--- src/rtl/cpu_pkg.sv ---
// cpu_pkg: opcodes, ALU operation codes and controller states shared by the 4-bit CPU sequencer.
package cpu_pkg;
  localparam logic [3:0] OP_NOP  = 4'h0;
  localparam logic [3:0] OP_ADD  = 4'h1;
  localparam logic [3:0] OP_SUB  = 4'h2;
  localparam logic [3:0] OP_AND  = 4'h3;
  localparam logic [3:0] OP_OR   = 4'h4;
  localparam logic [3:0] OP_MOV  = 4'h5;
  localparam logic [3:0] OP_LDI  = 4'h6;
  localparam logic [3:0] OP_JZ   = 4'h7;
  localparam logic [3:0] OP_HALT = 4'hF;
  localparam logic [2:0] ALU_ADD    = 3'd0;
  localparam logic [2:0] ALU_SUB    = 3'd1;
  localparam logic [2:0] ALU_AND    = 3'd2;
  localparam logic [2:0] ALU_OR     = 3'd3;
  localparam logic [2:0] ALU_PASS_B = 3'd4;
  typedef enum logic [2:0] {
    S_IDLE, S_FETCH, S_DECODE, S_FETCH2, S_EXEC, S_HALT
  } state_t;
endpackage

--- src/rtl/cpu_ctrl_instr_decoder.sv ---
// instr_decoder: purely combinational classification of the instruction register.
module instr_decoder
  import cpu_pkg::*;
(
  input  logic [7:0] ir,
  output logic [2:0] alu_op,
  output logic       is_write,
  output logic       is_two_word,
  output logic       is_halt,
  output logic       is_illegal
);
  logic [3:0] op;
  assign op = ir[7:4];
  always_comb begin
    alu_op      = op == OP_ADD ? ALU_ADD :
                  op == OP_SUB ? ALU_SUB :
                  op == OP_AND ? ALU_AND :
                  op == OP_OR  ? ALU_OR  :
                  op == OP_MOV ? ALU_PASS_B : ALU_ADD;
    is_write    = op >= OP_ADD && op <= OP_LDI;
    is_two_word = op == OP_LDI || op == OP_JZ;
    is_halt     = op == OP_HALT;
    is_illegal  = op[3] && op != OP_HALT;
  end
endmodule

--- src/rtl/cpu_ctrl.sv ---
// cpu_ctrl: multi-cycle fetch/decode/execute sequencer driving register file and ALU of the 4-bit CPU.
module cpu_ctrl
  import cpu_pkg::*;
#(
  parameter int PC_W   = 4,
  parameter int DATA_W = 4
) (
  input  logic              clk,
  input  logic              rst_n,
  input  logic              start,
  output logic [PC_W-1:0]   instr_addr,
  input  logic [7:0]        instr_data,
  input  logic [DATA_W-1:0] reg_a_data,
  input  logic [DATA_W-1:0] alu_result,
  output logic [1:0]        sel_a,
  output logic [1:0]        sel_b,
  output logic [1:0]        sel_w,
  output logic              write_en,
  output logic [DATA_W-1:0] wb_data,
  output logic [2:0]        alu_op,
  output logic              busy,
  output logic              halted,
  output logic              illegal
);
  state_t state, next;
  logic [PC_W-1:0] pc;
  logic [7:0] ir;
  logic [3:0] imm;
  logic ill_q, go, jz_taken;
  logic is_write, is_two_word, is_halt, is_illegal;
  instr_decoder u_dec (
    .ir(ir), .alu_op(alu_op), .is_write(is_write), .is_two_word(is_two_word),
    .is_halt(is_halt), .is_illegal(is_illegal)
  );
  assign go = start && (state == S_IDLE || state == S_HALT);
  assign jz_taken = state == S_EXEC && ir[7:4] == OP_JZ && reg_a_data == '0;
  always_ff @(posedge clk or negedge rst_n)
    if (!rst_n) state <= S_IDLE;
    else state <= next;
  always_ff @(posedge clk or negedge rst_n)
    if (!rst_n) begin
      pc    <= '0;
      ir    <= '0;
      imm   <= '0;
      ill_q <= 1'b0;
    end else begin
      if (go) pc <= '0;
      else if (state == S_FETCH || state == S_FETCH2) pc <= pc + PC_W'(1);
      else if (jz_taken) pc <= PC_W'(imm);
      if (state == S_FETCH) ir <= instr_data;
      if (state == S_FETCH2) imm <= instr_data[3:0];
      if (go) ill_q <= 1'b0;
      else if (state == S_DECODE && is_illegal) ill_q <= 1'b1;
    end
  always_comb begin
    next = state;
    unique case (state)
      S_IDLE:   next = start ? S_FETCH : S_IDLE;
      S_FETCH:  next = S_DECODE;
      S_DECODE: next = is_halt ? S_HALT : is_two_word ? S_FETCH2 : is_write ? S_EXEC : S_FETCH;
      S_FETCH2: next = S_EXEC;
      S_EXEC:   next = S_FETCH;
      S_HALT:   next = start ? S_FETCH : S_HALT;
      default:  next = S_IDLE;
    endcase
  end
  always_comb begin
    instr_addr = pc;
    sel_a      = ir[3:2];
    sel_b      = ir[1:0];
    sel_w      = ir[3:2];
    write_en   = state == S_EXEC && is_write;
    wb_data    = !write_en ? '0 : is_two_word ? DATA_W'(imm) : alu_result;
    busy       = state != S_IDLE && state != S_HALT;
    halted     = state == S_HALT;
    illegal    = ill_q;
  end
endmodule

--- config.mk ---
export PLATFORM = sky130hd
export DESIGN_NAME = cpu_ctrl
export DESIGN_NICKNAME = d
export VERILOG_FILES = /design/src/rtl/cpu_pkg.sv /design/src/rtl/cpu_ctrl_instr_decoder.sv /design/src/rtl/cpu_ctrl.sv
export SDC_FILE = /design/constraint.sdc
export NUM_CORES = 1
export LEC_CHECK = 0
export ABC_AREA = 1
export CAP_MARGIN = 40
export CORE_MARGIN = 3
export CORE_UTILIZATION = 48
export CTS_CLUSTER_DIAMETER = 40
export DETAILED_ROUTE_END_ITERATION = 10
export PLACE_DENSITY = 0.82
export RECOVER_POWER = 100
export SETUP_SLACK_MARGIN = 0.2
export SYNTH_ARGS = -nofsm -noshare
export SYNTH_HDL_FRONTEND = slang
export SYNTH_SLANG_ARGS = --single-unit
--- constraint.sdc ---
create_clock -name clk -period 2 [get_ports clk]
set_clock_uncertainty 0.1 [all_clocks]
set_input_delay 0.2 -clock clk [delete_from_list [all_inputs] [get_ports clk]]
set_output_delay 0.2 -clock clk [all_outputs]
set_load 0.1 [all_outputs]
==> metrics.md <==
| Metric | Value |
|---|---|
| CP max FO | `6` |
| GPL Wtd Cong | `0.8557` |
| Placed insts | `220` |
| Initial Util | `51.78%` |
| Most numerous cell in the Yosys netlist | `nand2_1` |
| Final min period | `1.941 ns` |
| R2R setup slack | `0.33 ns` |
| Hold buffers post-CTS | `0` |
| Seq cells post-synth | `20` |
| CTS root buffer | `clkbuf_4` |
| Port buffer count | `39` |
| Total grt overflow | `0` |
| Diodes inserted | `0` |
| Top post-synthesis cells by count | `nand2_1 (51), dfrtp_1 (20), nand3_1 (16)` |
| Vias in the first global route | `~1300` |
| Chip Height | `about 55 um` |
| Clock buffer depth | `2` |
| Final Cycle Share | `97.06%` |
| H-tree depth | `1` |
| DR WL/cell | `15.19 um` |
| Routed WL | `about 3600 um` |
| Critical Path AT | `~1.6 ns` |
| Reg clk slew, reported paths | `0.11 ns` |
| Hold Vio Cnt, Final | `0` |
| Initial antenna violation count | `0` |
| Max-slew violations | `0` |
| Total GRT Usage | `24.46%` |
| Mapped Cells | `160` |
| Io pins | `40` |
| CP Capture Type | `output port` |
| Fin cells | `around 240` |
| Largest net degree at the start of global routing | `21` |
| Detailed placement HPWL | `2368 um` |
| Worst slew pin tran | `1.087 ns` |
| Layout cell share with drive strength beyond 1 | `30.77%` |
| Hold Crit Class | `input port to flip-flop` |
| Antenna-violating nets left | `0` |
| Initial drt markers | `43` |
| Status | `finished clean` |
| Clock Sinks | `20` |
| Die width | `55.32 um` |
| Syn. warnings | `0` |
| TritonCTS clock tree | `built` |
| Synth cell types | `21` |
| Rows | `17` |
| Die area | `between 0.003 and 0.004 sq mm` |
| Clk_lat worst skew | `about 0.3 ns` |
| Fin worst setup slack | `0.05885 ns` |
| Critical setup path kind | `flip-flop to output port` |
| Drt drc | `0` |
| Dpl ws | `0.2884 ns` |
| TritonRoute pass-1 iters | `4` |
| Final setup violation count | `0` |
| Top cells by area, synth | `dfrtp_1 (43%), nand2_1 (16%), nand3_1 (6.9%)` |
| RSZ-0062 raised after global routing | `yes` |
| Core area | `0.002255 sq mm` |
| Mean Syn Cell Area | `~7.3 sq um` |
| Required time worst endpoint | `between 1.5 and 2 ns` |
| Mapped Nets | `180` |
| Synth top area share | `between 40% and 50%` |
| Via count | `approximately 1300` |
| Slew headroom | `between 20% and 30%` |
| Critical path launch point type | `flip-flop` |
| Post-synthesis sequential area ratio | `42.87%` |
| First-pass GRT wire length | `between 5000 and 6000 um` |
| EDFF count, synth | `0` |
| Syn-to-layout area delta | `56.48%` |
| Vias/cell | `between 5 and 6` |
| CTS Buf Count | `3` |
| FMAX | `0.5152 GHz` |
| Max Cap Viol | `0` |
| Leading register cell type out of synthesis | `dfrtp_1` |
| Total Nets Final | `230` |
| Ys async rst share | `100.0%` |
| Area leader, netlist | `dfrtp_1` |
| Syn Std Cell Area | `0.001167 sq mm` |
registers in the layout (all words and copies together) (netlist names):
signal,flops
ir,8
imm,4
instr_addr,4
state,3
illegal,1
final cells by class:
class / instances / area [sq um]
tap: 28 / 35.03
fill: 150 / 427.9
multi-input combinational: 111 / 634.4
clock buffer: 3 / 22.52
inverter: 20 / 77.57
sequential: 20 / 505.5
timing repair buffer: 54 / 551.8
logic make-up (layout without fill, tap and decap cells):
family          after synthesis  in the layout  synth area share [%]
compound gates               20             20                 9.004
xor+xnor                      1              1                0.7504
fa+ha+maj                     1              1                 1.072
buf+inv                      29             77                 11.57
flops                        20             20                 42.87
mux                           1              1                0.9646
simple gates                 88             88                 33.76
worst paths after layout:
path | startpoint | endpoint | cells after the start
setup / recovery | ir[6] | wb_data[1] | 7
hold / removal | instr_data[2] | ir[2] | 3
setup reg to reg | ir[7] | instr_addr[2] | 10
hold reg to reg | illegal | illegal | 2
max in group asynchronous | rst_n | ir[5] | 2
min in group asynchronous | rst_n | instr_addr[1] | 2
cells in the final DEF, fill, tap and decap left out, drive strengths merged:
| cell type | instances |
|---|---|
| a21oi | 8 |
| buf | 23 |
| clkbuf | 16 |
| clkdlybuf4s50 | 17 |
| dfrtp | 20 |
| dlygate4sd3 | 1 |
| ha | 1 |
| inv | 20 |
| mux2 | 1 |
| nand2 | 53 |
| nand3 | 17 |
| nand4 | 6 |
| nor2 | 10 |
| nor3 | 2 |
| o21a | 1 |
| o21ai | 10 |
| o31ai | 1 |
| xor2 | 1 |
critical path: stages (launching register included):
cell,delay (ns)
dfrtp_2,0.40
inv_2,0.06
nor2_4,0.19
nand2_2,0.10
nand2_2,0.10
nand2_4,0.11
a21oi_4,0.17
buf_12,0.19
per-stage QoR:
| stage | util, % | setup TNS, ns | area, sq um | hold slack (ns) |
|---|---|---|---|---|
| final | 81.02 | 0 | 1827 | 0.3662 |
| after global routing | 81.02 | -0.09311 | 1827 | 0.3681 |
| after CTS | 79.47 | 0 | 1792 | 0.1445 |
| after detailed placement | 74.08 | 0 | 1670 | 0.3914 |
| after global placement | 74.08 | 0 | 1670 | 0.3783 |
| after floorplan | - | -0.1922 | 1217 | -0.1956 |
repair_timing:
| action | CTS | global route |
|---|---|---|
| endpoints found under the setup margin | 7 | 8 |
| cloned | 0 | 0 |
| buffers inserted | 8 | 5 |
| pin swaps | 3 | 5 |
| gates resized for setup | 10 | 12 |
metal layers:
metal  part of all wire [%]  track usage [%]  wire [um]
met1                     38            28.89       1379
met2                     52            42.74       1865
met3                    5.7            4.206        203
met4                    3.8            11.46        137
met5                      0                0          0
Power is not shown: default switching activity piles up to over one toggle a cycle in this logic, so the estimate is an artifact.
